--- config.mk ---
export PLATFORM = sky130hd
export DESIGN_NAME = event_encoder83_flat
export DESIGN_NICKNAME = d
export VERILOG_FILES = /design/src/rtl/event_encoder83_pkg.sv /design/src/rtl/event_encoder83_if.sv /design/src/rtl/event_encoder83_prio_enc8.sv /design/src/rtl/event_encoder83.sv /design/src/flat_wrapper.sv
export SDC_FILE = /design/constraint.sdc
export NUM_CORES = 1
export LEC_CHECK = 0
export BUFFER_PORTS_ARGS = -buffer_cell sky130_fd_sc_hd__buf_2
export CELL_PAD_IN_SITES_DETAIL_PLACEMENT = 0
export CELL_PAD_IN_SITES_GLOBAL_PLACEMENT = 2
export CORE_MARGIN = 2
export CORE_UTILIZATION = 24
export DETAILED_ROUTE_END_ITERATION = 8
export PLACE_DENSITY = 0.83
export RECOVER_POWER = 50
export SLEW_MARGIN = 20
export SYNTH_ARGS = -nofsm -noshare
export SYNTH_HDL_FRONTEND = slang
export SYNTH_SLANG_ARGS = --single-unit
--- constraint.sdc ---
create_clock -name clk -period 1.71 [get_ports clk]
set_input_delay 0.342 -clock clk [delete_from_list [all_inputs] [get_ports clk]]
set_output_delay 0.342 -clock clk [all_outputs]
set_load 0.05 [all_outputs]
--- src/rtl/event_encoder83_pkg.sv ---
// event_encoder83_pkg
// Shared constants and types for the 8-line event encoder:
//   EV_LINES    number of request lines
//   EV_CODE_W   width of the encoded line index
//   EV_CODE_RST code presented while in reset
//   ev_onehot   expands an index into a one-hot line mask
package event_encoder83_pkg;

  localparam int EV_LINES  = 8;
  localparam int EV_CODE_W = 3;

  typedef logic [EV_LINES-1:0]  ev_vec_t;
  typedef logic [EV_CODE_W-1:0] ev_code_t;

  localparam ev_code_t EV_CODE_RST = 3'b000;

  function automatic ev_vec_t ev_onehot(input ev_code_t code);
    return ev_vec_t'(1) << code;
  endfunction

endpackage

--- src/rtl/event_encoder83_if.sv ---
// event_encoder83_if
// Valid/ready channel that carries encoded line indices to the consumer.
//   out_valid  producer has an undelivered index on out_code
//   out_code   binary line index, bit 2 is the MSB
//   out_ready  consumer takes out_code when out_valid is also high
// Modports: master = encoder side, slave = consumer side.
interface event_encoder83_if;
  import event_encoder83_pkg::*;

  logic     out_valid;
  ev_code_t out_code;
  logic     out_ready;

  modport master (output out_valid, output out_code, input out_ready);
  modport slave  (input out_valid, input out_code, output out_ready);

endinterface

--- src/rtl/event_encoder83_prio_enc8.sv ---
// prio_enc8
// Combinational fixed-priority encoder for an 8-bit vector.
//   vec  input vector
//   idx  index of the winning set bit (EV_CODE_RST when vec is zero)
//   any  high when vec is non-zero
// HIGH_FIRST=1 gives bit 7 top priority, HIGH_FIRST=0 gives bit 0 top priority.
module prio_enc8
  import event_encoder83_pkg::*;
#(
  parameter bit HIGH_FIRST = 1'b1
) (
  input  ev_vec_t  vec,
  output ev_code_t idx,
  output logic     any
);

  // The scan runs from lowest to highest priority so the last hit wins.
  always_comb begin
    idx = EV_CODE_RST;
    any = |vec;
    if (HIGH_FIRST) begin
      for (int i = 0; i < EV_LINES; i++) begin
        if (vec[i]) idx = ev_code_t'(i);
      end
    end else begin
      for (int i = EV_LINES - 1; i >= 0; i--) begin
        if (vec[i]) idx = ev_code_t'(i);
      end
    end
  end

endmodule

--- src/rtl/event_encoder83.sv ---
// event_encoder83
// Collects event requests into sticky pending bits, picks the winner by fixed
// priority and delivers its 3-bit index over a valid/ready channel. Each
// index is delivered exactly once.
//   clk       system clock, rising edge
//   rst_n     asynchronous active-low reset
//   req       request lines, a 1 sets the matching pending bit
//   ovf_clr   synchronous clear of the overflow flag
//   pending   registered pending bits
//   overflow  sticky: a request hit a line that was already pending
//   out_if    master side of the index channel
// Every output is taken straight from a flop.
module event_encoder83
  import event_encoder83_pkg::*;
#(
  parameter bit HIGH_FIRST = 1'b1
) (
  input  logic                  clk,
  input  logic                  rst_n,
  input  ev_vec_t               req,
  input  logic                  ovf_clr,
  output ev_vec_t               pending,
  output logic                  overflow,
  event_encoder83_if.master     out_if
);

  ev_vec_t  pending_q, pending_d;
  ev_code_t out_code_q, out_code_d;
  logic     out_valid_q, out_valid_d;
  logic     overflow_q, overflow_d;

  ev_code_t win;
  logic     win_any;
  logic     accept;
  logic     load;
  ev_vec_t  clear_mask;

  prio_enc8 #(.HIGH_FIRST(HIGH_FIRST)) u_prio (
    .vec (pending_q),
    .idx (win),
    .any (win_any)
  );

  always_comb begin
    accept      = out_valid_q & out_if.out_ready;
    // The output slot is free either when empty or when its code leaves now.
    load        = win_any & (~out_valid_q | out_if.out_ready);
    clear_mask  = load ? ev_onehot(win) : '0;

    // A fresh request on the line being cleared keeps it pending.
    pending_d   = (pending_q & ~clear_mask) | req;

    out_valid_d = out_valid_q;
    out_code_d  = out_code_q;
    if (load) begin
      out_valid_d = 1'b1;
      out_code_d  = win;
    end else if (accept) begin
      out_valid_d = 1'b0;
    end

    // A new overflow event takes precedence over the clear.
    overflow_d = overflow_q;
    if (|(req & pending_q & ~clear_mask)) begin
      overflow_d = 1'b1;
    end else if (ovf_clr) begin
      overflow_d = 1'b0;
    end
  end

  always_ff @(posedge clk or negedge rst_n) begin
    if (!rst_n) begin
      pending_q   <= '0;
      out_code_q  <= EV_CODE_RST;
      out_valid_q <= 1'b0;
      overflow_q  <= 1'b0;
    end else begin
      pending_q   <= pending_d;
      out_code_q  <= out_code_d;
      out_valid_q <= out_valid_d;
      overflow_q  <= overflow_d;
    end
  end

  assign pending          = pending_q;
  assign overflow         = overflow_q;
  assign out_if.out_valid = out_valid_q;
  assign out_if.out_code  = out_code_q;

endmodule

--- src/flat_wrapper.sv ---
// flat-port wrapper written by rule: the top's interface ports become plain ports
module event_encoder83_flat import event_encoder83_pkg::*;
#(
  parameter bit HIGH_FIRST = 1'b1
)
  (clk, rst_n, req, ovf_clr, pending, overflow, out_if_out_valid, out_if_out_code, out_if_out_ready);
  event_encoder83_if out_if_i ();
  input  logic clk;
  input  logic rst_n;
  input  ev_vec_t req;
  input  logic ovf_clr;
  output ev_vec_t pending;
  output logic overflow;
  output wire logic [$bits(out_if_i.out_valid)-1:0] out_if_out_valid;
  output wire logic [$bits(out_if_i.out_code)-1:0] out_if_out_code;
  input wire logic [$bits(out_if_i.out_ready)-1:0] out_if_out_ready;
  assign out_if_out_valid = out_if_i.out_valid;
  assign out_if_out_code = out_if_i.out_code;
  assign out_if_i.out_ready = out_if_out_ready;
  event_encoder83 #(.HIGH_FIRST(HIGH_FIRST)) u_core (.clk(clk), .rst_n(rst_n), .req(req), .ovf_clr(ovf_clr), .pending(pending), .overflow(overflow), .out_if(out_if_i));
endmodule
==> results of run 1 <==
==> area by class of cell <==
cell class / instances / share of cell area
clock buffer: 4 / 0.0287
inverter: 2 / 0.00820
multi-input combinational: 49 / 0.339
sequential: 13 / 0.361
tap: 30 / 0.0410
timing repair buffer: 36 / 0.223
==> worst paths after layout <==
| path | startpoint | end | slack (ps) | cells past startpoint |
|---|---|---|---|---|
| setup / recovery | u_core.pending[4]$_DFF_PN0_ | u_core.overflow$_DFFE_PN0P_ | -90 | 4 |
| hold / removal | req[3] | u_core.pending[3]$_DFF_PN0_ | 260 | 2 |
| setup reg to reg | u_core.pending[4]$_DFF_PN0_ | u_core.overflow$_DFFE_PN0P_ | -90 | 4 |
| hold reg to reg | u_core.out_if.out_code[1]$_DFFE_PN0P_ | u_core.out_if.out_code[1]$_DFFE_PN0P_ | 530 | 2 |
| max in group asynchronous | rst_n | u_core.pending[6]$_DFF_PN0_ | 600 | 2 |
| min in group asynchronous | rst_n | u_core.out_if.out_code[1]$_DFFE_PN0P_ | 620 | 2 |
==> placed cells by master, fill, tap and decap left out, types with 2 or more instances in the layout <==
master / count
sky130_fd_sc_hd__nor2b_1: 2
sky130_fd_sc_hd__a21oi_1: 4
sky130_fd_sc_hd__a31oi_1: 2
sky130_fd_sc_hd__o21ai_0: 4
sky130_fd_sc_hd__buf_2: 20
sky130_fd_sc_hd__inv_1: 2
sky130_fd_sc_hd__clkbuf_1: 6
sky130_fd_sc_hd__nor2_1: 4
sky130_fd_sc_hd__dfrtp_2: 4
sky130_fd_sc_hd__buf_4: 10
sky130_fd_sc_hd__nand2_1: 4
sky130_fd_sc_hd__a21o_1: 2
sky130_fd_sc_hd__nor4_1: 2
sky130_fd_sc_hd__nand3_1: 3
sky130_fd_sc_hd__clkbuf_4: 3
sky130_fd_sc_hd__nand2b_1: 6
sky130_fd_sc_hd__o21bai_1: 2
sky130_fd_sc_hd__dfrtp_1: 9
sky130_fd_sc_hd__nor3_1: 2
==> worst register-to-register path, delay by kind of cell, from the launching register on <==
family | cells | cell delay, ps
AOI/OAI and AO/OA | 1 | 320
DFF | 1 | 430
and+or+nand+nor | 3 | 930
==> power groups by stage <==
stage / clock, mW / sequential (mW) / combinational [mW]
global route: 0.215 / 0.322 / 0.111
floorplan: 0 / 0.353 / 0.0328
detailed placement: 0 / 0.328 / 0.0985
finish: 0.186 / 0.321 / 0.101
CTS: 0.194 / 0.321 / 0.104
global placement: 0 / 0.328 / 0.0980
==> kinds of logic after synthesis <==
group	Yosys count	share of synthesized area
flip-flops	13	0.497
AND/OR/NAND/NOR	28	0.262
buffers and inverters	3	0.0287
AO/OA/AOI/OAI	21	0.212
==> layer usage <==
metal  vias to the layer above  track usage  share of wire  routed length (um)
li1                        314            -              -                   -
met1                       280        0.144           0.48                 789
met2                        23        0.173           0.45                 740
met3                         2       0.0488          0.074                 122
met4                         0       0.0102         0.0042                   7
met5                         -            0              0                   0
==> metrics by stage <==
| stage | util | hold slack (ps) | setup TNS, ps | setup slack, ps |
|---|---|---|---|---|
| detailed placement | 0.346 | 249 | -78.6 | -78.6 |
| finish | 0.363 | 258 | -94.0 | -94.0 |
| global placement | 0.346 | 252 | -32.7 | -32.7 |
| CTS | 0.367 | 252 | -85.4 | -85.4 |
| floorplan | - | 46.4 | -250 | -250 |
| global route | 0.363 | 258 | -157 | -157 |
==> flip-flops by register name, indices dropped and copies added (netlist names) <==
register and flops:
u_core.pending 8, u_core.overflow 1, u_core.out_if.out_code 3, u_core.out_if.out_valid 1
==> timing repair <==
| action | CTS | global route |
|---|---|---|
| gates resized for setup | 0 | 0 |
| hold buffers | 1 | 0 |
| buffers inserted | 2 | 0 |
| endpoints found under the setup margin | 1 | 1 |
| endpoints found under the hold margin | 13 | 0 |
| pin swaps | 1 | 1 |
==> flow_results.xml, run 1 <==
<?xml version="1.0" encoding="UTF-8"?>
<metrics>
  <group name="status">
    <metric name="run_status" unit="">finished, violations left</metric>
    <metric name="violations" unit="">negative setup slack</metric>
  </group>
  <group name="synthesis">
    <metric name="synth.most_common_cell" unit="">sky130_fd_sc_hd__dfrtp_1</metric>
    <metric name="yosys.cell_types.count" unit="">27</metric>
    <metric name="synth_sequential_area_ratio" unit="">0.497</metric>
    <metric name="synth_area_per_cell" unit="um2">10.1</metric>
    <metric name="netlist_area" unit="um2">654</metric>
    <metric name="synth_top_cells_by_area" unit="">sky130_fd_sc_hd__dfrtp_1 (50%), sky130_fd_sc_hd__nand2b_1 (5.7%), sky130_fd_sc_hd__nor4_4 (3.3%)</metric>
    <metric name="async_reset_ff_frac" unit="">1.00</metric>
    <metric name="synth-main-ff-cell" unit="">sky130_fd_sc_hd__dfrtp_1</metric>
    <metric name="yosys.area.top_type" unit="">sky130_fd_sc_hd__dfrtp_1</metric>
    <metric name="yosys_warnings" unit="">0</metric>
    <metric name="number_of_flops_mapped_to_enable_cells_by_yosys" unit="">0</metric>
    <metric name="synth_top_area_share" unit="">0.497</metric>
    <metric name="syn_nets" unit="">77</metric>
    <metric name="synth_seq_cells" unit="">13</metric>
    <metric name="netlist_top_cells_count" unit="">sky130_fd_sc_hd__dfrtp_1 (13), sky130_fd_sc_hd__nand2b_1 (6)</metric>
    <metric name="synthCells" unit="">65</metric>
  </group>
  <group name="placed_design">
    <metric name="post_detail_place_hpwl" unit="um">1330</metric>
    <metric name="numPortBuffers" unit="">24</metric>
    <metric name="place_inst" unit="">127</metric>
    <metric name="dpl-instance-area" unit="um2">873</metric>
    <metric name="gpl.final_weighted_congestion" unit="">0.776</metric>
  </group>
  <group name="timing">
    <metric name="clock.fmax" unit="MHz">554</metric>
    <metric name="drv_slew" unit="">0</metric>
    <metric name="rsz0062_at_grt" unit="">true</metric>
    <metric name="final.min_clock_period" unit="ps">1800</metric>
    <metric name="setup_viol" unit="">1</metric>
    <metric name="hold_violations" unit="">0</metric>
    <metric name="timing.slew.headroom" unit="">0.532</metric>
    <metric name="period_share" unit="">1.05</metric>
    <metric name="worst_tran_pin_value" unit="ps">702</metric>
    <metric name="final_critical_path_setup_slack" unit="ps">-94.0</metric>
    <metric name="final.setup_skew" unit="ps">1.20</metric>
  </group>
  <group name="drt">
    <metric name="wl_per_cell" unit="um">12.4</metric>
    <metric name="count_of_nets_left_with_antenna_violations_after_detail_routing" unit="">0</metric>
    <metric name="drc_violations" unit="">0</metric>
    <metric name="detailedRoute.firstIterationViolations" unit="">15</metric>
    <metric name="wirelength" unit="um">1660</metric>
    <metric name="post_drt_via_cell_ratio" unit="">4.62</metric>
    <metric name="dr.pass1.iters" unit="">4</metric>
    <metric name="vias" unit="">619</metric>
  </group>
  <group name="layout">
    <metric name="final_cell_area" unit="um2">916</metric>
    <metric name="nFillCells" unit="">267</metric>
    <metric name="layoutNonFillerInstCount" unit="">134</metric>
    <metric name="antenna_cells_inserted" unit="">0</metric>
    <metric name="flow.area_growth_from_synthesis" unit="%">40.0</metric>
    <metric name="design.final.nets" unit="">117</metric>
    <metric name="multi_input_comb_area" unit="um2">310</metric>
    <metric name="sequential_standard_cell_area" unit="um2">330</metric>
    <metric name="final_layout_size_suffix_gt1_frac" unit="">0.404</metric>
  </group>
  <group name="power_and_ir_drop">
    <metric name="p_int" unit="mW">0.442</metric>
    <metric name="comb_power_share" unit="">0.166</metric>
    <metric name="peakVddDrop" unit="V">0.000527</metric>
    <metric name="power_density_relative_to_cell_area" unit="nW/um2">664</metric>
    <metric name="seqPwrFrac" unit="">0.528</metric>
    <metric name="design_power_total" unit="mW">0.608</metric>
    <metric name="p_sw_frac" unit="">0.273</metric>
    <metric name="p_switching" unit="mW">0.166</metric>
    <metric name="power_frac_clock" unit="">0.306</metric>
    <metric name="p_leak" unit="nW">0.369</metric>
  </group>
  <group name="clocking">
    <metric name="clk_latency" unit="ps">270</metric>
    <metric name="cts.reportedPaths.clkPinSlew" unit="ps">80</metric>
    <metric name="cts_tree" unit="">yes</metric>
    <metric name="number_of_buffers_created_by_cts" unit="">3</metric>
    <metric name="cts.path.max_buffers" unit="">2</metric>
    <metric name="htree_levels" unit="">1</metric>
    <metric name="clock_tree.root_cell" unit="">sky130_fd_sc_hd__clkbuf_4</metric>
    <metric name="clock-sinks" unit="">13</metric>
  </group>
  <group name="setup_path">
    <metric name="cp.arrival" unit="ps">1950</metric>
    <metric name="end_kind" unit="">flip-flop</metric>
    <metric name="crit_fanout" unit="">3</metric>
    <metric name="cpPeakStageDelay" unit="ps">490</metric>
    <metric name="criticalPathCategory" unit="">flip-flop to flip-flop</metric>
    <metric name="worstPathBufferInverterCount" unit="">0</metric>
    <metric name="worst_path_max_delay_cell" unit="">sky130_fd_sc_hd__or4_1</metric>
    <metric name="worstPathCellList" unit="">nor4_4, nand3_2, a311o_1, or4_1</metric>
    <metric name="crit_family" unit="">simple AND/OR/NAND/NOR gates</metric>
    <metric name="startpoint_type" unit="">flip-flop</metric>
    <metric name="cp.required" unit="ps">1860</metric>
  </group>
  <group name="grt">
    <metric name="gr-usage-all-layers" unit="">0.110</metric>
    <metric name="antenna_found_initial" unit="">0</metric>
    <metric name="largest_net_degree_at_the_start_of_global_routing" unit="">14</metric>
    <metric name="wire_length_of_the_first_global_routing_pass" unit="um">2730</metric>
    <metric name="grt_remaining_overflow" unit="">0</metric>
    <metric name="first_global_vias" unit="">600</metric>
  </group>
  <group name="floorplan">
    <metric name="chipHeight" unit="um">56.2</metric>
    <metric name="std_cell_rows" unit="">18</metric>
    <metric name="floorplan.initialDensity" unit="">0.259</metric>
    <metric name="floorplan.die_area" unit="um2">3160</metric>
    <metric name="core" unit="um2">2520</metric>
    <metric name="io_pins" unit="">25</metric>
    <metric name="die_x" unit="um">56.2</metric>
  </group>
  <group name="job">
    <metric name="drv_cap" unit="">0</metric>
  </group>
  <group name="min_path">
    <metric name="hold_class" unit="">input port to flip-flop</metric>
  </group>
</metrics>
(Power assumes the default switching activity.)
==> run 2, diff against run 1 <==
RECOVER_POWER = 100   (was 50)
SYNTH_HIERARCHICAL = 1   (was not set)
==> run 2 against run 1 <==
Compared with the run above:
- the run now ends clean
- critical path depth increased by 3
- hold slack got worse by 17 ps
- synthesized cell count increased by 4.6%
- global-route usage about the same
- critical path type unchanged
- clock power increased by 5%
==> flow_results.xml, run 2 <==
<?xml version="1.0" encoding="UTF-8"?>
<metrics>
  <group name="status">
    <metric name="run_status" unit="">complete, no violations</metric>
  </group>
  <group name="power_and_ir_drop">
    <metric name="power_density_relative_to_cell_area" unit="nW/um2">676</metric>
    <metric name="peakVddDrop" unit="V">0.000325</metric>
    <metric name="design_power_total" unit="mW">0.664</metric>
    <metric name="p_leak" unit="nW">0.390</metric>
  </group>
  <group name="layout">
    <metric name="final_cell_area" unit="um2">982</metric>
    <metric name="postLayoutCoreUtil" unit="">0.366</metric>
    <metric name="largest_register_ff_count" unit="">8</metric>
    <metric name="antenna_cells_inserted" unit="">0</metric>
    <metric name="design.final.nets" unit="">119</metric>
    <metric name="mostFrequentLayoutCell" unit="">sky130_fd_sc_hd__buf_2</metric>
    <metric name="final_layout_size_suffix_gt1_frac" unit="">0.509</metric>
    <metric name="layout.cells.most_common_list" unit="">sky130_fd_sc_hd__buf_2 (17), sky130_fd_sc_hd__buf_4 (10)</metric>
    <metric name="layoutNonFillerInstCount" unit="">137</metric>
    <metric name="flow.area_growth_from_synthesis" unit="%">48.1</metric>
  </group>
  <group name="drt">
    <metric name="count_of_nets_left_with_antenna_violations_after_detail_routing" unit="">0</metric>
    <metric name="drc_violations" unit="">0</metric>
    <metric name="wirelength" unit="um">1720</metric>
    <metric name="post_drt_via_cell_ratio" unit="">4.65</metric>
    <metric name="wl_per_cell" unit="um">12.5</metric>
    <metric name="vias" unit="">637</metric>
    <metric name="dr.pass1.iters" unit="">4</metric>
    <metric name="detailedRoute.firstIterationViolations" unit="">12</metric>
  </group>
  <group name="timing">
    <metric name="clock.fmax" unit="MHz">598</metric>
    <metric name="fin_setup_tns" unit="ps">0</metric>
    <metric name="finalHoldWorstSlack" unit="ps">240</metric>
    <metric name="final_critical_path_setup_slack" unit="ps">38.8</metric>
    <metric name="timing.slew.headroom" unit="">0.524</metric>
    <metric name="drv_slew" unit="">0</metric>
    <metric name="period_share" unit="">0.977</metric>
    <metric name="final.setup_skew" unit="ps">3.52</metric>
    <metric name="rsz0062_at_grt" unit="">true</metric>
    <metric name="hold_violations" unit="">0</metric>
    <metric name="worst_tran_pin_value" unit="ps">714</metric>
    <metric name="setup_viol" unit="">0</metric>
    <metric name="final.min_clock_period" unit="ps">1670</metric>
  </group>
  <group name="clocking">
    <metric name="clk_latency" unit="ps">290</metric>
    <metric name="cts.reportedPaths.clkPinSlew" unit="ps">80</metric>
    <metric name="cts_tree" unit="">yes</metric>
    <metric name="clock-sinks" unit="">13</metric>
    <metric name="cts.path.max_buffers" unit="">2</metric>
    <metric name="clock_tree.root_cell" unit="">sky130_fd_sc_hd__clkbuf_4</metric>
    <metric name="number_of_buffers_created_by_cts" unit="">3</metric>
    <metric name="htree_levels" unit="">1</metric>
  </group>
  <group name="synthesis">
    <metric name="synthCells" unit="">68</metric>
    <metric name="synth_top_area_share" unit="">0.491</metric>
    <metric name="synth_area_per_cell" unit="um2">9.75</metric>
    <metric name="yosys_warnings" unit="">6</metric>
    <metric name="synth_seq_cells" unit="">13</metric>
    <metric name="yosys.area.top_type" unit="">sky130_fd_sc_hd__dfrtp_1</metric>
    <metric name="syn_nets" unit="">80</metric>
    <metric name="synth-main-ff-cell" unit="">sky130_fd_sc_hd__dfrtp_1</metric>
    <metric name="yosys.cell_types.count" unit="">25</metric>
    <metric name="netlist_area" unit="um2">663</metric>
    <metric name="number_of_flops_mapped_to_enable_cells_by_yosys" unit="">0</metric>
    <metric name="synth_sequential_area_ratio" unit="">0.491</metric>
    <metric name="async_reset_ff_frac" unit="">1.00</metric>
    <metric name="synth_top_cells_by_area" unit="">sky130_fd_sc_hd__dfrtp_1 (49%), sky130_fd_sc_hd__a21o_1 (7.9%), sky130_fd_sc_hd__a31oi_1 (4.7%)</metric>
    <metric name="synth.most_common_cell" unit="">sky130_fd_sc_hd__dfrtp_1</metric>
    <metric name="netlist_top_cells_count" unit="">sky130_fd_sc_hd__dfrtp_1 (13), sky130_fd_sc_hd__a21o_1 (7), sky130_fd_sc_hd__nand2_1 (7)</metric>
  </group>
  <group name="grt">
    <metric name="antenna_found_initial" unit="">0</metric>
    <metric name="met2_usage" unit="">0.164</metric>
    <metric name="grt_remaining_overflow" unit="">0</metric>
    <metric name="wire_length_of_the_first_global_routing_pass" unit="um">2610</metric>
    <metric name="largest_net_degree_at_the_start_of_global_routing" unit="">14</metric>
    <metric name="first_global_vias" unit="">581</metric>
    <metric name="global_route.usage.met1" unit="">0.142</metric>
    <metric name="busiest_layer" unit="">met2</metric>
    <metric name="grt_use_met3" unit="">0.0161</metric>
    <metric name="gr-usage-all-layers" unit="">0.110</metric>
  </group>
  <group name="setup_path">
    <metric name="end_kind" unit="">flip-flop</metric>
    <metric name="cp.arrival" unit="ps">1850</metric>
    <metric name="criticalPathCategory" unit="">flip-flop to flip-flop</metric>
    <metric name="startpoint_type" unit="">flip-flop</metric>
    <metric name="crit_fanout" unit="">5</metric>
    <metric name="cp.required" unit="ps">1890</metric>
  </group>
  <group name="min_path">
    <metric name="hold_class" unit="">input port to flip-flop</metric>
  </group>
  <group name="job">
    <metric name="drv_cap" unit="">0</metric>
  </group>
  <group name="floorplan">
    <metric name="core" unit="um2">2690</metric>
    <metric name="io_pins" unit="">25</metric>
    <metric name="floorplan.die_area" unit="um2">3200</metric>
    <metric name="die_x" unit="um">56.6</metric>
    <metric name="floorplan.initialDensity" unit="">0.247</metric>
    <metric name="std_cell_rows" unit="">19</metric>
    <metric name="chipHeight" unit="um">56.6</metric>
  </group>
  <group name="placed_design">
    <metric name="numPortBuffers" unit="">24</metric>
    <metric name="place_inst" unit="">129</metric>
    <metric name="gpl.final_weighted_congestion" unit="">0.738</metric>
    <metric name="place_ws" unit="ps">-122</metric>
    <metric name="dpl-instance-area" unit="um2">876</metric>
    <metric name="post_detail_place_hpwl" unit="um">1280</metric>
  </group>
</metrics>
run 2: changes by cell type in the layout (fill, tap and decap cells not counted), sizes merged, moves of 3 or more:
| cell | previous run | this run |
|---|---|---|
| a21o | 3 | 7 |
| nand2b | 6 | 2 |
| a31oi | 2 | 5 |
| buf | 30 | 27 |
| inv | 2 | 5 |
| nand2 | 4 | 7 |
| nor4 | 3 | 0 |
| o21ai | 4 | 1 |
run 2: layout make-up:
cell class | instances | area (um2)
inverter | 5 | 18.8
tap | 31 | 38.8
fill | 303 | 1700
timing repair buffer | 35 | 196
multi-input combinational | 49 | 367
sequential | 13 | 334
clock buffer | 3 | 22.5
clock inverter | 1 | 5.00
run 2: worst max-delay path, stage by stage, from the launching register on:
cell and delay (ps):
sky130_fd_sc_hd__dfrtp_2 420, sky130_fd_sc_hd__inv_2 70, sky130_fd_sc_hd__a21oi_4 60, sky130_fd_sc_hd__o31ai_4 310
sky130_fd_sc_hd__and3_4 240, sky130_fd_sc_hd__nand3_1 110, sky130_fd_sc_hd__buf_4 180, sky130_fd_sc_hd__a21o_1 170
run 2: path summary, 6_finish.rpt:
kind / startpoint / endpoint / slack (ps) / depth (start not counted)
setup / recovery: u_core/pending[2]$_DFF_PN0_ / u_core/pending[7]$_DFF_PN0_ / 40 / 7
min in group asynchronous: rst_n / u_core/out_if.out_code[0]$_DFFE_PN0P_ / 610 / 2
hold / removal: req[5] / u_core/pending[5]$_DFF_PN0_ / 240 / 2
max in group asynchronous: rst_n / u_core/pending[4]$_DFF_PN0_ / 600 / 2
hold reg to reg: u_core/out_if.out_code[1]$_DFFE_PN0P_ / u_core/out_if.out_code[1]$_DFFE_PN0P_ / 500 / 2
setup reg to reg: u_core/pending[2]$_DFF_PN0_ / u_core/pending[7]$_DFF_PN0_ / 40 / 7
run 2: timing repair:
action,in CTS,in global routing
endpoints found under the hold margin,13,0
setup buffers,3,0
endpoints found under the setup margin,1,3
hold buffers,1,0
pin swaps,4,4
resized for setup,5,7
cloned,0,0
run 2: kinds of logic after synthesis:
group | Yosys count | synth area share
simple gates | 28 | 0.223
buf+inv | 6 | 0.0396
flops | 13 | 0.491
compound gates | 19 | 0.213
mux | 2 | 0.0340
run 2: metal layers:
layer  up-vias  wire [um]
li1        323          -
met1       294        789
met2        15        824
met3         5         58
met4         0         46
met5         -          0
run 2: report_power, final:
| group | internal (mW) | switching [mW] | total (mW) |
|---|---|---|---|
| combinational | 0.0564 | 0.0865 | 0.143 |
| sequential | 0.317 | 0.00751 | 0.325 |
| clock | 0.0870 | 0.109 | 0.196 |
| total | 0.461 | 0.203 | 0.664 |
